--- config.mk ---
export PLATFORM = sky130hd
export DESIGN_NAME = light_seq
export DESIGN_NICKNAME = d
export VERILOG_FILES = /design/src/rtl/light_seq.sv
export SDC_FILE = /design/constraint.sdc
export NUM_CORES = 1
export LEC_CHECK = 0
export ABC_CLOCK_PERIOD_IN_PS = 3600
export BUFFER_PORTS_ARGS = -buffer_cell sky130_fd_sc_hd__buf_2
export CAP_MARGIN = 0
export CORE_MARGIN = 1.5
export CORE_UTILIZATION = 40
export DETAILED_ROUTE_END_ITERATION = 8
export GPL_ROUTABILITY_DRIVEN = 0
export GPL_TIMING_DRIVEN = 0
export PLACE_DENSITY = 0.64
export SKIP_LAST_GASP = 1
export SLEW_MARGIN = 20
export SYNTH_ARGS = -nofsm -noshare
export SYNTH_HDL_FRONTEND = slang
export SYNTH_SLANG_ARGS = --single-unit
--- constraint.sdc ---
create_clock -name clk -period 3.6 [get_ports clk]
set_input_delay 0.36 -clock clk [delete_from_list [all_inputs] [get_ports clk]]
set_output_delay 0.36 -clock clk [all_outputs]
set_load 0.02 [all_outputs]
--- src/rtl/light_seq.sv ---
// rtl/light_seq.sv - N-lamp pattern sequencer with programmable step prescaler
// Steps through FLASH/CHASE/ALT/BAR patterns in auto or single-phase mode.
module light_seq #(
    parameter int N     = 8,
    parameter int DIV_W = 24
) (
    input  logic             clk,
    input  logic             reset,
    input  logic             en,
    input  logic [1:0]       mode,
    input  logic             dir,
    input  logic [DIV_W-1:0] div,
    output logic [N-1:0]     q,
    output logic [1:0]       phase,
    output logic             wrap
);

    localparam int K_W = $clog2(N);

    localparam logic [1:0] PH_FLASH = 2'd0;
    localparam logic [1:0] PH_CHASE = 2'd1;
    localparam logic [1:0] PH_ALT   = 2'd2;
    localparam logic [1:0] PH_BAR   = 2'd3;

    localparam logic [K_W-1:0] K_LAST = K_W'(N - 1);
    localparam logic [K_W-1:0] K_ONE  = K_W'(1);

    logic [DIV_W-1:0] cnt_q, cnt_d;
    logic [1:0]       mode_q, mode_d;
    logic [1:0]       ptr_ph_q, ptr_ph_d;
    logic [K_W-1:0]   ptr_k_q, ptr_k_d;
    logic             pend_q, pend_d;
    logic [N-1:0]     q_q, q_d;
    logic [1:0]       phase_q, phase_d;
    logic             wrap_q, wrap_d;

    logic             tick;
    logic             restart;
    logic [1:0]       cur_ph;
    logic [K_W-1:0]   cur_k;
    logic [K_W-1:0]   ph_last_k;
    logic             end_of_phase;
    logic             seq_last;
    logic [N-1:0]     base;
    logic [N-1:0]     pat;

    always_comb begin
        tick  = en && (cnt_q >= div);
        cnt_d = cnt_q;
        if (tick) begin
            cnt_d = '0;
        end else if (en) begin
            cnt_d = cnt_q + 1'b1;
        end

        // A mode change jumps straight to the new mode's first phase; the
        // mode encoding doubles as that phase code (auto starts at FLASH).
        restart = (mode != mode_q);
        cur_ph  = restart ? mode : ptr_ph_q;
        cur_k   = restart ? '0   : ptr_k_q;

        ph_last_k    = (cur_ph == PH_FLASH || cur_ph == PH_ALT) ? K_ONE : K_LAST;
        end_of_phase = (cur_k == ph_last_k);
        seq_last     = (mode == 2'd0) ? (end_of_phase && cur_ph == PH_BAR) : end_of_phase;

        base = '0;
        for (int i = 0; i < N; i++) begin
            case (cur_ph)
                PH_FLASH: base[i] = cur_k[0];
                PH_CHASE: base[i] = (K_W'(i) == cur_k);
                PH_ALT:   base[i] = (i[0] == cur_k[0]);
                default:  base[i] = (K_W'(i) <= cur_k);
            endcase
        end
        for (int i = 0; i < N; i++) begin
            pat[i] = dir ? base[N-1-i] : base[i];
        end

        mode_d   = mode_q;
        ptr_ph_d = ptr_ph_q;
        ptr_k_d  = ptr_k_q;
        pend_d   = pend_q;
        q_d      = q_q;
        phase_d  = phase_q;
        wrap_d   = 1'b0;
        if (tick) begin
            mode_d  = mode;
            q_d     = pat;
            phase_d = cur_ph;
            wrap_d  = !restart && pend_q;
            pend_d  = seq_last;
            if (end_of_phase) begin
                ptr_k_d  = '0;
                ptr_ph_d = (mode == 2'd0) ? cur_ph + 2'd1 : cur_ph;
            end else begin
                ptr_k_d  = cur_k + 1'b1;
                ptr_ph_d = cur_ph;
            end
        end
    end

    always_ff @(posedge clk) begin
        if (reset) begin
            cnt_q    <= '0;
            mode_q   <= 2'd0;
            ptr_ph_q <= PH_FLASH;
            ptr_k_q  <= '0;
            pend_q   <= 1'b0;
            q_q      <= '0;
            phase_q  <= PH_FLASH;
            wrap_q   <= 1'b0;
        end else begin
            cnt_q    <= cnt_d;
            mode_q   <= mode_d;
            ptr_ph_q <= ptr_ph_d;
            ptr_k_q  <= ptr_k_d;
            pend_q   <= pend_d;
            q_q      <= q_d;
            phase_q  <= phase_d;
            wrap_q   <= wrap_d;
        end
    end

    assign q     = q_q;
    assign phase = phase_q;
    assign wrap  = wrap_q;

endmodule

After elaboration in Yosys (flattened, before gate mapping). Index checks and enable logic that the tools add are counted.

Register bits after elaboration: 43. Bits in latches: 0. Bits in writable memories: 0. ROM bits: 0. Input port bits: 30. Output and inout port bits: 11. Logic and storage cells: 68. Memories: 0.

Add/sub/neg operators: 3. Multiply operators: 0. Divide/modulo/power cells: 0. $lt $le $gt $ge: 9. Eq/ne operators: 12. Shift operators: 0. Mux-type cells: 23. Bitwise gates (word level): 2. Reductions and logical operators: 11.

Operators by type and width (count): $add 24x1->24 const B (1); $ge 24x24->1 (1); $eq 3x3->1 const A (4); $le 3x3->1 const A (4); $pmux 1 s3 (4); $mux 1 (9); $mux 3 (3); $pmux 1 s2 (4); $eq 2x3->1 const A (2); $le 1x3->1 const A (2); $le 2x3->1 const A (2); $mux 2 (3); $reduce_or 2->1 (3); $eq 2x2->1 const B (2); $logic_not 2->1 (2); $add 3x1->3 const B (1); $eq 1x3->1 const A (1); $eq 3x3->1 (1); $logic_and 1x1->1 (3); $logic_not 3->1 (1); $add 2x1->2 const B (1); $eq 2x1->1 const B (1); $ne 2x2->1 (1); $not 1->1 (2); 2 further kinds (2).

Longest topological paths before layout. Gate-level depths: netlist of run 1.

Depth in word-level cells: 8. Mapped depth: 13. Mapped depth without buffers: 11.

Least setup slack after synthesis of run 1. Ideal clock, no wire load.

Path kind: input to register. Start point: input mode[1]. End point: register ptr_ph_q[0]. Setup time: 0.128 ns. Arrival time: 2.601 ns. Data required time: 3.472 ns. Path slack: 0.871 ns. Stages on the path: 12. Buffers on the path: 1. Cell sequence: buf_2 > xor2_2 > nor2_4 > mux2i_1 > inv_1 > ha_1 > nor2_1 > mux2i_1 > nand3_1 > xor2_1 > mux2i_1 > nor2_1.

Cells in the longest elaborated chain, start to end: 7. Elaborated cells on any way between the ends: 12. Classes of those cells: 1 x add/sub; 3 x eq/ne; 5 x mux; 3 x reduce/logical.

Ends and longest elaborated chain: start, declared (RTL line 10) `input logic [1:0] mode,`; $ne 2x2->1 (RTL line 58) `restart = (mode != mode_q);`; $mux 2 * (RTL line 59) `cur_ph = restart ? mode : ptr_ph_q;`; named net cur_ph[1] (RTL line 39) `logic [1:0] cur_ph;`; $eq 2x2->1 / $logic_not 2->1 (equally long branches) (RTL line 62) `ph_last_k = (cur_ph == PH_FLASH || cur_ph == PH_ALT) ? K_ONE : K_LAST;`; $logic_or 1x1->1 * (RTL line 62); $mux 3 * (RTL line 62); $eq 3x3->1 * (RTL line 63) `end_of_phase = (cur_k == ph_last_k);`; $mux 2 * (RTL line 92) `if (end_of_phase) begin`; end signal, assigned (RTL line 115) `ptr_ph_q <= ptr_ph_d;`; end, declared (RTL line 30) `logic [1:0] ptr_ph_q, ptr_ph_d;`.

The timed path passes the listed nets; every way through them passes the cells marked *. A chain may end at the register's enable or synchronous reset.

Final worst setup path of run 1.
Start point: register mode_q[1]. End point: register ptr_ph_q[0].

Cells in the longest elaborated chain, start to end: 7. Elaborated cells on any way between the ends: 11. Classes of those cells: 1 x add/sub; 3 x eq/ne; 5 x mux; 2 x reduce/logical.

Ends and longest elaborated chain: start, declared (RTL line 29) `logic [1:0] mode_q, mode_d;`; start signal, assigned (RTL line 114) `mode_q <= mode_d;`; $ne 2x2->1 * (RTL line 58); $mux 2 * (RTL line 59); named net cur_ph[1] (RTL line 39); $eq 2x2->1 / $logic_not 2->1 (equally long branches) (RTL line 62); $logic_or 1x1->1 * (RTL line 62); $mux 3 * (RTL line 62); $eq 3x3->1 * (RTL line 63); $mux 2 * (RTL line 92).

Marked as above.

==> qor.txt, run 1 <==
result of the run: finished clean
share of the clock period used by the worst path after layout: 86.4%
starting density of the core: 41.3%
number of antenna violations at the first check in global routing: 0
remaining antenna violation count: 0
vertical die dimension: 89.6 µm
clock latency of the later-clocked register in the worst-skew pair: 0.31 ns
die area: 0.00802 mm²
Clock Sinks: 43
core region area: 0.00725 mm²
critical path buffer and inverter count: 1
drc violations: 0
Setup WS post-layout: 0.489 ns
combined area of the multi-input logic cells: 0.00191 mm²
H-tree levels: 2
layout cells sized above 1: 16.9%
final worst clock skew: 0.00820 ns
average detailed-routed wire length per instance: 12.3 µm
data required time of the critical path: 3.78 ns
width of the die: 89.6 µm
number of distinct standard cells referenced by the synthesized netlist: 47
wire length on met3: 225 µm
share of the yosys chip area belonging to registers: 28.7%
DR pass1 iterations: 5
startpoint type of the worst setup path: flip-flop
highest cell delay on the worst timing path: 0.47 ns
antenna fix cells: 0
Avg Synthesized Cell Area: 8.28 µm²
fin crit period: 3.11 ns
async set-or-reset flop fraction in the synthesized netlist: 0%
Clock Pin Slew Worst Setup and Hold Paths: 0.09 ns
critical path data arrival time: 3.29 ns
hpwl dp: 4.97 mm
buffer depth of the longest clock path: 2
Ys Warns: 0
LEAKAGE: 1.49 nW
Post-Syn Nets: 426
dominant cell type by count on the critical path: sky130_fd_sc_hd__mux2i_1
vias in the first global route: 2326
peak fanout along the critical path: 6
most repeated cell in the gate-level netlist after synthesis: sky130_fd_sc_hd__nor2_1
pin count of the biggest net entering global routing: 14
Port-buffer cells: 38
critical setup path kind: reg2reg
path class of the lowest-slack min-delay path: in2reg
sum of routed wire length over all layers: 6.25 mm
maxcap violations: 0
endpoint class of the critical path: flip-flop
Yosys top cell by area: sky130_fd_sc_hd__dfxtp_1
Main synth FF type: sky130_fd_sc_hd__dfxtp_1
worst slack at placement: 0.351 ns
count of fill cells added during filler insertion: 748
leading post-synthesis cells by cell area: sky130_fd_sc_hd__dfxtp_1 (29%), sky130_fd_sc_hd__ha_1 (14%), sky130_fd_sc_hd__nor2_1 (6.5%)
Sequential cell area: 861 µm²
overall global routing resource usage: 17.3%
Layout Area Growth over Synthesis: 14.4%
first-pass GRT wire length: 10.5 mm
sum of routed wire segments on met1: 2.96 mm
Resize count post-CTS: 0
highest metal layer used by the detailed router: met4
number of violations reported at the end of detailed-routing iteration 0: 67
TritonCTS clock tree: yes
total count of max-transition violations in the final report: 0
routed length on met2: 2.98 mm
vias per cell: 5.03
gate family responsible for the most delay along the worst path: multiplexers
Max-slew headroom: 68.8%
count of hold-fix buffers inserted at cts: 0
critical-path cell with the highest stage delay: sky130_fd_sc_hd__mux2i_1
Worst IR Drop VDD: 0.132 mV
Cell Chain, Critical Path: xor2_2 -> nor2_4 -> mux2i_1 -> inv_1 -> ha_1 -> nor2_1 -> mux2i_1 -> nand3_1 -> xor2_1 -> mux2i_1 -> nor2_1
sum of overflow across all layers after global routing: 0
highest clock rate: 0.321 GHz
core occupancy in the finished layout: 47.3%
IO Count: 41
areal power density over the cells: 288 mW/mm²
Setup Total Neg Slack: 0 ns
number of nets in the layout: 471
final setup violating endpoints: 0
total chip power: 0.000987 W
master cell of the clock root buffer: sky130_fd_sc_hd__clkbuf_8
synthesized instance count: 362
EDFF count, synth: 0
TritonCTS Buffers: 5
post-synthesis sequential element count: 43
via total after detailed routing: 2549
setup repair after global routing missed its margin: no
post-CTS setup buffers: 0
top cells by count, synth: sky130_fd_sc_hd__nor2_1 (52), sky130_fd_sc_hd__dfxtp_1 (43), sky130_fd_sc_hd__inv_1 (36)
Syn Std Cell Area: 0.00300 mm²
area share of the largest cell type after synthesis: 28.7%
row count: 31
Final Hold Viols: 0
Hold Slack: 0.348 ns
slew at the pin closest to its max-slew limit: 0.455 ns
-- worst register-to-register path, cell delays in order, from the launching register on --
cell,delay (ns)
sky130_fd_sc_hd__dfxtp_1,0.44
sky130_fd_sc_hd__xor2_2,0.17
sky130_fd_sc_hd__nor2_4,0.27
sky130_fd_sc_hd__mux2i_1,0.47
sky130_fd_sc_hd__inv_1,0.17
sky130_fd_sc_hd__ha_1,0.31
sky130_fd_sc_hd__nor2_1,0.34
sky130_fd_sc_hd__mux2i_1,0.28
sky130_fd_sc_hd__nand3_1,0.17
sky130_fd_sc_hd__xor2_1,0.17
sky130_fd_sc_hd__mux2i_1,0.14
sky130_fd_sc_hd__nor2_1,0.05
-- per-layer routing --
| metal | vias to the layer above | track usage (%) |
|---|---|---|
| li1 | 1332 | - |
| met1 | 1166 | 21.6 |
| met2 | 44 | 29.0 |
| met3 | 7 | 3.32 |
| met4 | 0 | 7.13 |
| met5 | - | 0 |
-- cell usage in the layout (no fill, tap or decap), types with 4 or more instances in the layout --
cell	n
sky130_fd_sc_hd__and3_1	4
sky130_fd_sc_hd__inv_1	36
sky130_fd_sc_hd__a21oi_1	16
sky130_fd_sc_hd__mux2i_1	15
sky130_fd_sc_hd__nand4_1	8
sky130_fd_sc_hd__xor2_1	7
sky130_fd_sc_hd__clkbuf_1	6
sky130_fd_sc_hd__dfxtp_1	43
sky130_fd_sc_hd__a32oi_1	4
sky130_fd_sc_hd__clkbuf_8	6
sky130_fd_sc_hd__nand3_1	17
sky130_fd_sc_hd__ha_1	34
sky130_fd_sc_hd__o21ai_0	13
sky130_fd_sc_hd__a211oi_1	4
sky130_fd_sc_hd__nor2_1	52
sky130_fd_sc_hd__buf_2	40
sky130_fd_sc_hd__buf_6	5
sky130_fd_sc_hd__nand2_1	24
sky130_fd_sc_hd__nor3_1	10
sky130_fd_sc_hd__xnor2_1	15
-- registers in the layout, summed over array words and instances (netlist names) --
register and count:
cnt_q 24, q 8, ptr_k_q 3, mode_q 2, phase 2, ptr_ph_q 2
pend_q 1, wrap 1
-- cell type report --
class	count	area share, %
Multi-Input combinational cell	269	55.7
Sequential cell	43	25.1
Timing Repair Buffer	38	5.55
Inverter	37	4.05
Tap cell	99	3.61
Buffer	13	2.59
Clock buffer	6	2.41
Clock inverter	2	1.02
-- final timing paths --
| kind | start | endpoint | slack (ns) | depth (start not counted) |
|---|---|---|---|---|
| worst min register to register | pend_q | wrap | 0.45 | 2 |
| worst min-delay path | en | wrap | 0.35 | 3 |
| worst max register to register | mode_q[1] | ptr_ph_q[0] | 0.49 | 11 |
| worst max-delay path | mode_q[1] | ptr_ph_q[0] | 0.49 | 11 |
-- logic make-up (layout without fill, tap and decap cells) --
family | after synthesis | in the layout | share of synthesized area, %
AOI/OAI and AO/OA | 59 | 59 | 13.4
xor gates and xnor gates | 26 | 26 | 8.60
adders and majority gates | 34 | 34 | 14.2
buffers and inverters | 50 | 96 | 7.60
DFF | 43 | 43 | 28.7
muxes | 16 | 16 | 5.76
and+or+nand+nor | 134 | 134 | 21.7
-- metrics by stage --
stage | instances | cell area, µm²
after floorplan | 362 | 3000
after global placement | 499 | 3310
after detailed placement | 499 | 3310
after CTS | 507 | 3430
after global routing | 507 | 3430
final | 507 | 3430
-- report_power, final --
group	leakage, nW	switching [W]	internal (W)	total (W)
combinational	1.08	0.0000634	0.0000447	0.000108
sequential	0.347	0.00000193	0.000477	0.000479
clock	0.0612	0.000176	0.000225	0.000400
No activity file was read; power rests on OpenSTA's default activity.
==> run 2: changes to the inputs <==
--- a/config.mk
+++ b/config.mk
@@ -5,7 +5,7 @@
 export SDC_FILE = /design/constraint.sdc
 export NUM_CORES = 1
 export LEC_CHECK = 0
-export ABC_CLOCK_PERIOD_IN_PS = 3600
+export ABC_CLOCK_PERIOD_IN_PS = 2600
 export BUFFER_PORTS_ARGS = -buffer_cell sky130_fd_sc_hd__buf_2
 export CAP_MARGIN = 0
 export CORE_MARGIN = 1.5
@@ -13,7 +13,7 @@
 export DETAILED_ROUTE_END_ITERATION = 8
 export GPL_ROUTABILITY_DRIVEN = 0
 export GPL_TIMING_DRIVEN = 0
-export PLACE_DENSITY = 0.64
+export PLACE_DENSITY = 0.66
 export SKIP_LAST_GASP = 1
 export SLEW_MARGIN = 20
 export SYNTH_ARGS = -nofsm -noshare
==> constraint.sdc (replaced) <==
create_clock -name clk -period 2.6 [get_ports clk]
set_input_delay 0.39 -clock clk [delete_from_list [all_inputs] [get_ports clk]]
set_output_delay 0.39 -clock clk [all_outputs]
set_load 0.02 [all_outputs]
==> qor.txt, run 2 (same netlist as run 1, synthesis figures left out) <==
result of the run: finished clean
sum of overflow across all layers after global routing: 0
first-pass GRT wire length: 10.6 mm
path class of the lowest-slack min-delay path: in2reg
core occupancy in the finished layout: 50.1%
Cell Chain, Critical Path: xor2_4 -> nor2_4 -> mux2i_4 -> inv_1 -> ha_2 -> nor3b_1 -> o31ai_1 -> a211o_2 -> a22oi_1 -> mux2i_1 -> nor2_1
core region area: 0.00725 mm²
Internal: 0.00103 W
share of the clock period used by the worst path after layout: 97.2%
net switching power: 0.000356 W
highest clock rate: 0.396 GHz
number of nets in the layout: 480
master cell of the clock root buffer: sky130_fd_sc_hd__clkbuf_8
number of antenna violations at the first check in global routing: 0
overall global routing resource usage: 16.9%
GRT busiest layer: met2
slew at the pin closest to its max-slew limit: 0.494 ns
Clock Sinks: 43
areal power density over the cells: 382 mW/mm²
H-tree levels: 2
width of the die: 89.6 µm
vias per cell: 5.06
Clk network pwr share: 39.0%
Reg power frac: 47.6%
worst slack at placement: -0.442 ns
maxcap violations: 0
buffer depth of the longest clock path: 2
DR pass1 iterations: 4
Post-Place Cells: 499
startpoint type of the worst setup path: flip-flop
final worst clock skew: 0.0137 ns
vias in the first global route: 2420
average detailed-routed wire length per instance: 12.5 µm
Clock Pin Slew Worst Setup and Hold Paths: 0.09 ns
final setup violating endpoints: 0
endpoint class of the critical path: flip-flop
Port-buffer cells: 38
TritonCTS Buffers: 5
Sequential cell area: 868 µm²
Final Hold Viols: 0
data required time of the critical path: 2.84 ns
Layout Area Growth over Synthesis: 21.3%
highest cell delay on the worst timing path: 0.39 ns
most common library cell in the layout ignoring fill and taps: sky130_fd_sc_hd__nor2_1
critical-path cell with the highest stage delay: sky130_fd_sc_hd__dfxtp_4
peak fanout along the critical path: 5
IO Count: 41
row count: 31
register with the highest flop count: cnt_q
clock latency of the later-clocked register in the worst-skew pair: 0.31 ns
via total after detailed routing: 2609
critical setup path kind: reg2reg
gate family responsible for the most delay along the worst path: compound AO/OA/AOI/OAI gates
combined area of the multi-input logic cells: 0.00204 mm²
Worst IR Drop VDD: 0.248 mV
Max-slew headroom: 67.1%
Combinational Power Share: 13.4%
count of fill cells added during filler insertion: 725
critical path data arrival time: 2.77 ns
layout cells sized above 1: 22.3%
Switching Share: 25.7%
Global Route met2 Usage: 30.1%
sum of routed wire length over all layers: 6.47 mm
Setup Total Neg Slack: 0 ns
pin count of the biggest net entering global routing: 16
drc violations: 0
fin crit period: 2.53 ns
antenna fix cells: 0
Setup WS post-layout: 0.0731 ns
remaining antenna violation count: 0
starting density of the core: 41.3%
commonest non-fill, non-tap cells in the layout: sky130_fd_sc_hd__nor2_1 (51), sky130_fd_sc_hd__buf_2 (41), sky130_fd_sc_hd__dfxtp_1 (41)
hpwl dp: 5.00 mm
total count of max-transition violations in the final report: 0
vertical die dimension: 89.6 µm
critical path buffer and inverter count: 1
GRT met1 Usage: 20.5%
non-filler instance count after layout: 516
LEAKAGE: 1.54 nW
Largest register FFs: 24
TritonCTS clock tree: yes
number of violations reported at the end of detailed-routing iteration 0: 76
total chip power: 0.00139 W
grt met3 use: 3.05%
die area: 0.00802 mm²
[run 2: path summary, 6_finish.rpt]
kind | startpoint | end | slack (ns) | cells past startpoint
min | en | cnt_q[1] | 0.39 | 3
max reg2reg | mode_q[0] | q[1] | 0.07 | 11
min reg2reg | pend_q | wrap | 0.46 | 2
max | mode_q[0] | q[1] | 0.07 | 11
[run 2: final cells by class]
cell class	instances	area share, %
Buffer	13	2.48
Multi-Input combinational cell	269	56.1
Clock inverter	3	1.27
Timing Repair Buffer	47	7.09
Inverter	37	3.82
Clock buffer	5	1.89
Sequential cell	43	23.9
Tap cell	99	3.41
[run 2: power by group through the flow]
stage	Clock [W]	Sequential, W	Combinational [W]
3_3_place_gp	0	0.000679	0.000152
6_report	0.000541	0.000661	0.000186
4_1_cts	0.000554	0.000663	0.000161
2_1_floorplan	0	0.000678	0.000108
5_1_grt	0.000577	0.000662	0.000208
3_5_place_dp	0	0.000679	0.000156
[run 2: metal layers]
metal / part of all wire [%] / wire length (µm) / vias up
met4: 1.6 / 101 / 0
met2: 50 / 3250 / 44
met1: 45 / 2910 / 1202
met3: 3.1 / 200 / 11
li1: - / - / 1352
met5: 0 / 0 / -
[run 2: through the flow]
stage          cell area, µm²  hold slack, ns
2_1_floorplan            3020           0.419
3_3_place_gp             3330           0.443
3_5_place_dp             3330           0.453
4_1_cts                  3480           0.386
5_1_grt                  3630           0.410
6_report                 3630           0.388
[run 2: worst min-delay path, stage by stage]
cell and delay [ns]:
sky130_fd_sc_hd__buf_2 0.14, sky130_fd_sc_hd__nand3_1 0.07, sky130_fd_sc_hd__a21oi_1 0.06
[run 2: timing repair]
item	in CTS	in global routing
endpoints found under the setup margin	12	11
hold buffers	0	0
resized for setup	6	17
pin swaps	1	7
buffers inserted	1	8
==> run 3: changes to the inputs <==
--- a/config.mk
+++ b/config.mk
@@ -5,7 +5,7 @@
 export SDC_FILE = /design/constraint.sdc
 export NUM_CORES = 1
 export LEC_CHECK = 0
-export ABC_CLOCK_PERIOD_IN_PS = 2600
+export ABC_CLOCK_PERIOD_IN_PS = 3250
 export BUFFER_PORTS_ARGS = -buffer_cell sky130_fd_sc_hd__buf_2
 export CAP_MARGIN = 0
 export CORE_MARGIN = 1.5
@@ -13,7 +13,8 @@
 export DETAILED_ROUTE_END_ITERATION = 8
 export GPL_ROUTABILITY_DRIVEN = 0
 export GPL_TIMING_DRIVEN = 0
-export PLACE_DENSITY = 0.66
+export PLACE_DENSITY = 0.64
+export SETUP_SLACK_MARGIN = 0.15
 export SKIP_LAST_GASP = 1
 export SLEW_MARGIN = 20
 export SYNTH_ARGS = -nofsm -noshare
==> constraint.sdc (replaced) <==
create_clock -name clk -period 3.25 [get_ports clk]
set_input_delay 0.4875 -clock clk [delete_from_list [all_inputs] [get_ports clk]]
set_output_delay 0.4875 -clock clk [all_outputs]
set_load 0.02 [all_outputs]
==> qor.txt, run 3 (same netlist as run 1, synthesis figures left out) <==
vertical die dimension: 89.6 µm
vias per cell: 5.01
startpoint type of the worst setup path: flip-flop
endpoint class of the critical path: flip-flop
critical setup path kind: reg2reg
antenna fix cells: 0
Sequential cell area: 861 µm²
highest cell delay on the worst timing path: 0.44 ns
Setup WS post-layout: 0.437 ns
Clock Pin Slew Worst Setup and Hold Paths: 0.09 ns
pin count of the biggest net entering global routing: 14
commonest non-fill, non-tap cells in the layout: sky130_fd_sc_hd__nor2_1 (51), sky130_fd_sc_hd__dfxtp_1 (43), sky130_fd_sc_hd__buf_2 (40)
worst slack at placement: -0.126 ns
IO Count: 41
overall global routing resource usage: 17.4%
layout cells sized above 1: 18.3%
remaining antenna violation count: 0
Clock Sinks: 43
placed instance area: 0.00331 mm²
Layout Area Growth over Synthesis: 15.7%
gate family responsible for the most delay along the worst path: multiplexers
number of violations reported at the end of detailed-routing iteration 0: 75
count of fill cells added during filler insertion: 748
sum of overflow across all layers after global routing: 0
fin crit period: 2.81 ns
number of nets in the layout: 473
clock latency of the later-clocked register in the worst-skew pair: 0.31 ns
number of antenna violations at the first check in global routing: 0
combined area of the multi-input logic cells: 0.00193 mm²
row count: 31
maxcap violations: 0
first-pass GRT wire length: 10.6 mm
Port-buffer cells: 38
drc violations: 0
Max-slew headroom: 67.7%
hpwl dp: 4.97 mm
master cell of the clock root buffer: sky130_fd_sc_hd__clkbuf_8
sum of routed wire length over all layers: 6.29 mm
Cell Chain, Critical Path: xor2_2 -> nor2_4 -> mux2i_4 -> inv_1 -> ha_1 -> nor2_2 -> mux2i_1 -> nand3_1 -> xor2_1 -> mux2i_1 -> nor2_1
share of the clock period used by the worst path after layout: 86.5%
average detailed-routed wire length per instance: 12.4 µm
areal power density over the cells: 317 mW/mm²
slew at the pin closest to its max-slew limit: 0.484 ns
Final Hold Viols: 0
most common library cell in the layout ignoring fill and taps: sky130_fd_sc_hd__nor2_1
path class of the lowest-slack min-delay path: reg2reg
critical path data arrival time: 3.00 ns
dominant cell type by count on the critical path: sky130_fd_sc_hd__mux2i_1
highest clock rate: 0.356 GHz
buffer depth of the longest clock path: 2
total non-filler cell area in the finished layout: 0.00347 mm²
via total after detailed routing: 2550
LEAKAGE: 1.50 nW
register with the highest flop count: cnt_q
setup repair after global routing missed its margin: no
TritonCTS clock tree: yes
data required time of the critical path: 3.43 ns
critical path buffer and inverter count: 1
width of the die: 89.6 µm
peak fanout along the critical path: 6
Largest register FFs: 24
core region area: 0.00725 mm²
starting density of the core: 41.3%
critical-path cell with the highest stage delay: sky130_fd_sc_hd__dfxtp_1
die area: 0.00802 mm²
final worst clock skew: 0.00867 ns
total count of max-transition violations in the final report: 0
Worst IR Drop VDD: 0.147 mV
result of the run: finished clean
final setup violating endpoints: 0
DR pass1 iterations: 4
vias in the first global route: 2332
TritonCTS Buffers: 5
H-tree levels: 2
run 3: cell types whose count changed in the layout (fill, tap and decap cells not counted), moves of 3 or more:
cell and delta:
sky130_fd_sc_hd__buf_4 -7, sky130_fd_sc_hd__ha_1 +4, sky130_fd_sc_hd__nor4_2 +3, sky130_fd_sc_hd__nor4_4 -3
run 3: power by group:
| group | total (W) | internal, W | switching (W) |
|---|---|---|---|
| Sequential | 0.000530 | 0.000528 | 0.00000212 |
| Combinational | 0.000125 | 0.0000531 | 0.0000721 |
| Clock | 0.000444 | 0.000249 | 0.000195 |
run 3: final cells by class:
cell class | instances | share of cell area [%]
Buffer | 13 | 2.60
Clock buffer | 6 | 2.38
Clock inverter | 2 | 1.01
Inverter | 37 | 4.01
Multi-Input combinational cell | 269 | 55.7
Sequential cell | 43 | 24.8
Tap cell | 99 | 3.57
Timing Repair Buffer | 40 | 5.92
run 3: repair_timing:
action | in CTS | in global routing
buffers inserted | 0 | 2
hold endpoints to repair | 0 | 0
hold buffers | 0 | 0
resized for setup | 1 | 5
pin swaps | 0 | 1
endpoints found under the setup margin | 1 | 7
run 3: path summary, 6_finish.rpt:
kind,slack (ns),depth (start not counted),end,startpoint
setup / recovery,0.44,11,ptr_ph_q[0],mode_q[0]
hold / removal,0.45,2,wrap,pend_q
setup reg to reg,0.44,11,ptr_ph_q[0],mode_q[0]
hold reg to reg,0.45,2,wrap,pend_q
run 3: worst reg2reg max path: stages (launching register included):
cell and delay, ns:
sky130_fd_sc_hd__dfxtp_1 0.44, sky130_fd_sc_hd__xor2_2 0.17, sky130_fd_sc_hd__nor2_4 0.25, sky130_fd_sc_hd__mux2i_4 0.34, sky130_fd_sc_hd__inv_1 0.13, sky130_fd_sc_hd__ha_1 0.30, sky130_fd_sc_hd__nor2_2 0.23, sky130_fd_sc_hd__mux2i_1 0.27
sky130_fd_sc_hd__nand3_1 0.18, sky130_fd_sc_hd__xor2_1 0.18, sky130_fd_sc_hd__mux2i_1 0.14, sky130_fd_sc_hd__nor2_1 0.05
run 3: per-stage QoR:
stage / TNS (ns) / hold WS, ns / utilization, % / power, W / std cells
detailed placement: -0.409 / 0.444 / 45.6 / 0.000664 / 499
floorplan: 0 / 0.419 / - / 0.000624 / 362
global placement: -0.246 / 0.444 / 45.6 / 0.000660 / 499
global route: 0 / 0.483 / 47.8 / 0.00115 / 509
CTS: 0 / 0.456 / 47.3 / 0.00111 / 507
finish: 0 / 0.450 / 47.8 / 0.00110 / 509
run 3: routing by layer:
layer | global-route usage, % | vias up | part of all wire, % | wire length (µm)
met5 | 0 | - | 0 | 0
met1 | 21.7 | 1158 | 47 | 2960
li1 | - | 1337 | - | -
met2 | 29.2 | 48 | 48 | 2990
met3 | 3.32 | 7 | 4.0 | 250
met4 | 7.13 | 0 | 1.4 | 88
